--- config.mk ---
export PLATFORM = sky130hd
export DESIGN_NAME = vehicle_sensor_queue_flat
export DESIGN_NICKNAME = d
export VERILOG_FILES = /design/src/rtl/vehicle_sensor_queue_if.sv /design/src/rtl/vehicle_sensor_queue.sv /design/src/flat_wrapper.sv
export SDC_FILE = /design/constraint.sdc
export NUM_CORES = 1
export LEC_CHECK = 0
export CAP_MARGIN = 0
export CORE_ASPECT_RATIO = 0.7
export CORE_MARGIN = 2
export CORE_UTILIZATION = 30
export DETAILED_ROUTE_END_ITERATION = 16
export PLACE_DENSITY = 0.44
export SKIP_LAST_GASP = 1
export SYNTH_ARGS = -nofsm -noshare
export SYNTH_HDL_FRONTEND = slang
export SYNTH_SLANG_ARGS = --single-unit
--- constraint.sdc ---
create_clock -name CLOCK_50 -period 2.55 [get_ports CLOCK_50]
set_input_delay 0.6375 -clock CLOCK_50 [delete_from_list [all_inputs] [get_ports CLOCK_50]]
set_output_delay 0.6375 -clock CLOCK_50 [all_outputs]
set_load 0.01 [all_outputs]
--- src/rtl/vehicle_sensor_queue_if.sv ---
// vehicle_sensor_queue_if: sensor inputs and queue status between the switch conditioner and the controller
interface vehicle_sensor_queue_if;
    logic       raw_sensor;
    logic       served;
    logic       x;
    logic [2:0] queue;
    logic [1:0] state;
    modport master (output raw_sensor, served, input x, queue, state);
    modport slave (input raw_sensor, served, output x, queue, state);
endinterface

--- src/rtl/vehicle_sensor_queue.sv ---
// vehicle_sensor_queue: debounces the vehicle switch, queues arrivals and retires them during green
module vehicle_sensor_queue #(
    parameter int DEBOUNCE_CYCLES = 1_000_000,
    parameter int SERVE_CYCLES    = 50_000_000,
    parameter int MAX_QUEUE       = 7
) (
    input logic                     CLOCK_50,
    input logic                     reset,
    vehicle_sensor_queue_if.slave   bus
);
    localparam int DW = DEBOUNCE_CYCLES > 1 ? $clog2(DEBOUNCE_CYCLES) : 1;
    localparam int SW = SERVE_CYCLES > 1 ? $clog2(SERVE_CYCLES) : 1;
    typedef enum logic [1:0] {IDLE = 2'b00, WAITING = 2'b01, SERVING = 2'b10} state_t;
    logic          s1, s2, clean, clean_d;
    logic [DW-1:0] db_cnt;
    logic [SW-1:0] sv_cnt;
    logic [2:0]    queue_q, next_queue;
    logic          x_q;
    state_t        state_q;
    logic          arrival, departure, serving;
    assign arrival   = clean & ~clean_d;
    assign serving   = bus.served && queue_q != 3'd0;
    assign departure = serving && sv_cnt == SW'(SERVE_CYCLES - 1);
    // arrival+departure cancel before saturation is considered, so a full queue never drops
    always_comb
        next_queue = (arrival && !departure) ? (queue_q == 3'(MAX_QUEUE) ? queue_q : queue_q + 3'd1) :
                     (departure && !arrival) ? queue_q - 3'd1 : queue_q;
    // two-flop synchronizer and debounced level with its edge-detect history
    always_ff @(posedge CLOCK_50 or negedge reset)
        if (!reset) begin
            s1      <= 1'b0;
            s2      <= 1'b0;
            clean   <= 1'b0;
            clean_d <= 1'b0;
            db_cnt  <= '0;
        end else begin
            s1      <= bus.raw_sensor;
            s2      <= s1;
            clean_d <= clean;
            if (s2 == clean)
                db_cnt <= '0;
            else if (db_cnt == DW'(DEBOUNCE_CYCLES - 1)) begin
                clean  <= s2;
                db_cnt <= '0;
            end else
                db_cnt <= db_cnt + 1'b1;
        end
    // green-time accumulator; partial green is discarded whenever green drops or the queue empties
    always_ff @(posedge CLOCK_50 or negedge reset)
        if (!reset)
            sv_cnt <= '0;
        else
            sv_cnt <= (!serving || departure) ? '0 : sv_cnt + 1'b1;
    // queue count, x and FSM state all follow the next queue value on the same edge
    always_ff @(posedge CLOCK_50 or negedge reset)
        if (!reset) begin
            queue_q <= 3'd0;
            x_q     <= 1'b0;
            state_q <= IDLE;
        end else begin
            queue_q <= next_queue;
            x_q     <= next_queue != 3'd0;
            state_q <= next_queue == 3'd0 ? IDLE : bus.served ? SERVING : WAITING;
        end
    assign bus.queue = queue_q;
    assign bus.x     = x_q;
    assign bus.state = state_q;
endmodule

--- src/flat_wrapper.sv ---
// flat-port wrapper written by rule: the top's interface ports become plain ports
module vehicle_sensor_queue_flat 
#(
    parameter int DEBOUNCE_CYCLES = 1_000_000,
    parameter int SERVE_CYCLES    = 50_000_000,
    parameter int MAX_QUEUE       = 7
)
  (CLOCK_50, reset, bus_raw_sensor, bus_served, bus_x, bus_queue, bus_state);
  vehicle_sensor_queue_if bus_i ();
  input logic CLOCK_50;
  input logic reset;
  input wire logic [$bits(bus_i.raw_sensor)-1:0] bus_raw_sensor;
  input wire logic [$bits(bus_i.served)-1:0] bus_served;
  output wire logic [$bits(bus_i.x)-1:0] bus_x;
  output wire logic [$bits(bus_i.queue)-1:0] bus_queue;
  output wire logic [$bits(bus_i.state)-1:0] bus_state;
  assign bus_i.raw_sensor = bus_raw_sensor;
  assign bus_i.served = bus_served;
  assign bus_x = bus_i.x;
  assign bus_queue = bus_i.queue;
  assign bus_state = bus_i.state;
  vehicle_sensor_queue #(.DEBOUNCE_CYCLES(DEBOUNCE_CYCLES), .SERVE_CYCLES(SERVE_CYCLES), .MAX_QUEUE(MAX_QUEUE)) u_core (.CLOCK_50(CLOCK_50), .reset(reset), .bus(bus_i));
endmodule
* Word-level counts from Yosys, hierarchy flattened
Index checks and enable logic that the tools add are counted.
** Storage, ports and cells
- Register bits after elaboration :: 56
- Input port bits :: 4
** Operators by class
- Add/subtract/negate cells :: 4
- Eq/ne operators :: 4
- Mux-type cells :: 8
- Bitwise gates (word level) :: 3
- Reduce and logical (&&, ||, !) cells :: 12
** Operators with widths (number)
- 20-bit two-way mux :: 2
- 26-bit by 1-bit adder with 26-bit output (second input constant) :: 1
- 26-bit == test (second input constant) :: 1
- 26-bit two-way mux :: 1
- 20-bit by 1-bit adder with 20-bit output (second input constant) :: 1
- 20-bit == test (second input constant) :: 1
- 3-bit two-way mux :: 3
- 3-bit nonzero test :: 2
- 1-bit logical AND :: 4
- 2-bit two-way mux :: 2
- 3-bit by 1-bit adder with 3-bit output (second input constant) :: 1
- 3-bit == test (second input constant) :: 1
- 1-bit zero test :: 3
- 3-bit zero test :: 1
- 3-bit by 1-bit subtractor with 3-bit output (second input constant) :: 1
- 1-bit NOT :: 2
- 2-bit AND reduction :: 1
- 1-bit AND :: 1
- 1-bit == test :: 1
- 1-bit logical OR :: 1

* Logic depth before layout (Yosys ltp)
- Word-level depth :: 8
- Depth in mapped cells :: 7
- Depth with buffers taken out :: 7

* Least setup slack after synthesis
OpenSTA, ideal clock, no wires.
- Kind :: register to register
- From :: reg u_core.queue_q[0] (netlist: u_core.bus.queue[0])
- To :: reg u_core.queue_q[2] (netlist: u_core.bus.queue[2])
- Arrival :: 1.905 ns
- Required time :: 2.446 ns
- Slack :: 0.541 ns
- Cell stages (with the launch flop) :: 8
- Buffers on the path :: 0
- Period minus slack after synthesis :: 2.009 ns
- Cells stage by stage :: dfrtp_1 -> inv_1 -> ha_1 -> ha_1 -> nor4bb_1 -> nand4_1 -> or2_1 -> o311ai_1
** Between the ends
- Word-level cells in the longest chain between the ends :: 6
** RTL lines
- start: declaration :: line vehicle_sensor_queue.sv:17 : logic [2:0] queue_q, next_queue;
- start signal: assignment :: line vehicle_sensor_queue.sv:61 : queue_q <= next_queue;
- branches (longest 5 deep; another with 3-bit by 1-bit subtractor with 3-bit output)
- 3-bit two-way mux (*) :: line vehicle_sensor_queue.sv:26 : next_queue = (arrival && !departure) ? (queue_q == 3'(MAX_QUEUE) ? queue_q : queue_q + 3'd1) :
- via u_core.next_queue[2] :: line vehicle_sensor_queue.sv:17
Mark *: on every way through the listed nets, which the timed path passes.
A chain may end at the register's enable or synchronous reset.

* Worst setup path after layout
- From :: reg u_core.sv_cnt[0]
- To :: reg u_core.sv_cnt[22]
** Between the ends
- Word-level cells in the longest chain between the ends :: 4
** RTL lines
- start: declaration :: line vehicle_sensor_queue.sv:16 : logic [SW-1:0] sv_cnt;
- start signal: assignment :: line vehicle_sensor_queue.sv:53 : sv_cnt <= (!serving || departure) ? '0 : sv_cnt + 1'b1;
- branches (longest 3 deep; another with 26-bit by 1-bit adder with 26-bit output)
- 26-bit two-way mux (*) :: line vehicle_sensor_queue.sv:53
Mark *: on every way between the ends.

==> key figures <==
Logic synthesis
  – Syn avg cell area: 9.34 um^2
  – Syn Nets: 312
  – Cells after synthesis: 303
  – Synth Cell Area: 2830 um^2
  – Yosys warns: 0
  – Distinct cells, synth: 38
  – Sequential area share after synthesis: 49.5%
  – Synth Register Bits: 56

CTS
  – H-tree levels: 2
  – Worst-Skew Late Latency: 290 ps
  – Root Driver: clkbuf_16
  – # Post-CTS Setup Buffers: 0
  – Clock Path Buffers: 2
  – Clock Sink Count: 56
  – Hold_buf cts: 0
  – CTS tree: built
  – Clock transition at the registers of the reported paths: 70 ps
  – CTS resizes: 0
  – CTS Buf Count: 5

Flow run
  – Max Cap Violations: 0

Routing
  – Vias post-DR: 2,164
  – DRT Pass-1 Iters: 4
  – Via density: 4.95
  – Final wirelength: 5.81 mm
  – Wire length per cell: 13.3 um
  – Drc violations: 0
  – Iteration-0 DRC Markers: 139
  – Post-route ant nets: 0

Status
  – Status: finished, final reports clean

Layout
  – Storage cell area: 1400 um^2
  – Syn-to-layout area delta: 13.9%
  – Share of layout cells above drive strength 1: 4.79%
  – Fillers: 919
  – Area of the multi-input gates: 1340 um^2
  – Ant. Diodes: 0
  – Fin nets: 321

Floorplan
  – Core box area: 9110 um^2
  – Initial Utilization: 31.1%
  – Die Span Y: 85.3 um
  – Die Area: 10,200 um^2
  – # IOs: 10
  – Num rows: 29
  – Die Wd: 120 um

GRT
  – Pin count of the biggest net entering global routing: 35
  – Antenna violations before repair: 0
  – First-pass GRT wire length: 10.2 mm
  – Vias in the first global route: 2,039
  – Grt total ovfl: 0
  – Total track usage: 12.3%

Placement
  – Hpwl dp: 3.94 mm
  – Port Buffers: 9
  – GP Congestion: 0.731

STA
  – FMAX: 454 MHz
  – Final period utilization: 86.4%
  – TNS Setup: 0 ps
  – Final Hold Vio Count: 0
  – RSZ-0062 raised after global routing: no
  – Tmin final: 2200 ps
  – Slew @ Worst Pin: 589 ps
  – Hold Slack: 342 ps
  – Count of final setup violators: 0
  – Max Transition Viols Final: 0
  – Clk_skew: 6.74 ps
  – Worst slew margin: 60.8%

Critical path
  – Startpoint Class: flop
  – Crit path DAT: 2420 ps
  – Peak fanout along the critical path: 13
  – Critical Path RT: 2770 ps
  – Kind of critical path: reg2reg
  – Crit end category: flop

Pwr
  – Leakage power: 1.21 nW
  – Power after layout: 1.67 mW
  – IR drop worst, VDD: 0.244 mV
  – Power Density: 519 nW/um^2

Worst hold path
  – Min-Delay Path Class: in2async
==> placed cells by master (no fill, tap or decap), types with 3 or more instances in the layout <==
master            n
nor2b_1           3
dfrtp_1          56
o21ai_0          16
nand4_1          15
xnor2_1          15
nor3_1            9
or4_1             9
and3_1            3
inv_1            13
xor2_1            7
clkbuf_16         5
clkdlybuf4s50_1   8
ha_1              5
a21oi_1          28
o31ai_1           6
buf_4             4
or3_1            15
nor2_1           31
nand3_1          18
nand2_1          16
==> kinds of logic (layout without fill, tap and decap cells) <==
kind of cell	after synthesis	count (layout)	share of synthesized area, %
compound gates	58	58	11.5
xor+xnor	22	22	6.81
fa+ha+maj	5	5	2.21
buf+inv	25	35	3.45
flops	56	56	49.5
mux	2	2	0.752
simple gates	135	135	25.8
==> sequential cells by signal, summed over array words and instances (netlist names) <==
name,count
u_core.bus.queue,3
u_core.bus.state,2
u_core.bus.x,1
u_core.clean,1
u_core.clean_d,1
u_core.db_cnt,20
u_core.s1,1
u_core.s2,1
u_core.sv_cnt,26
==> final cells by class <==
cell class                 instances  area share (%)
multi-input combinational        222            41.5
timing repair buffer              14            4.19
inverter                          13            1.51
clock buffer                       8            4.54
sequential                        56            43.5
tap                              124            4.81
==> stage by stage <==
step | setup slack [ps] | cell area, um^2 | cells | utilization, %
finish | 346 | 3220 | 437 | 35.4
global route | 164 | 3220 | 437 | 35.4
CTS | 346 | 3220 | 437 | 35.4
detailed placement | 340 | 3080 | 429 | 33.8
global placement | 346 | 3080 | 429 | 33.8
floorplan | 541 | 2830 | 303 | -
==> worst paths after layout <==
check                      cells past startpoint  slack [ps]                          end                       start
setup / recovery                               5         350  u_core.sv_cnt[22]$_DFF_PN0_  u_core.sv_cnt[0]$_DFF_PN0_
hold / removal                                 1         340  u_core.sv_cnt[15]$_DFF_PN0_                       reset
setup reg to reg                               5         350  u_core.sv_cnt[22]$_DFF_PN0_  u_core.sv_cnt[0]$_DFF_PN0_
hold reg to reg                                0         360          u_core.s2$_DFF_PN0_         u_core.s1$_DFF_PN0_
max in group asynchronous                      2        1610  u_core.db_cnt[11]$_DFF_PN0_                       reset
min in group CLOCK_50                          0         360          u_core.s2$_DFF_PN0_         u_core.s1$_DFF_PN0_
==> synth_stat cells (all sizes together) <==
cell type  number  area (um^2)
dfrtp          56         1400
and3            4         26.3
nor3b           1         7.51
xor2            7         61.3
o311ai          1         8.76
nand2          16         60.1
nor4bb          1         10.0
xnor2          15          131
nor4            2         12.5
nor2           31          116
mux2            1         11.3
o211ai          2         15.0
nor3            9         45.0
or2             1         6.26
buf             4         18.8
o21ai          17         85.1
nand3          19          100
nand2b          2         12.5
mux2i           1         10.0
and4            2         17.5
or4b            2         20.0
or3            15         93.8
a21oi          28          140
inv            13         48.8
a211oi          2         15.0
nor4b           1         8.76
clkbuf          8         30.0
ha              5         62.6
or4             9         67.6
and2            2         12.5
a211o           1         8.76
nor2b           3         18.8
o31ai           7         52.6
nand4          15         93.8
==> routing by layer <==
| layer | global-route usage (%) | share of wire, % |
|---|---|---|
| met1 | 19.6 | 59 |
| met2 | 16.5 | 38 |
| met3 | 2.55 | 2.8 |
| met4 | 2.99 | 0.62 |
| met5 | 0 | 0 |
==> critical path: stages (launching register included) <==
cell,delay (ps)
dfrtp_1,390
ha_1,210
nand3_1,110
or4_1,730
or4_1,540
a21oi_1,150
==> where the power goes <==
part / leakage [nW] / switching, mW / internal [mW] / total [mW]
Clock: 0.0712 / 0.309 / 0.393 / 0.703
Sequential: 0.753 / 0.00959 / 0.898 / 0.908
Combinational: 0.385 / 0.0407 / 0.0212 / 0.0619
(Power assumes the default switching activity.)
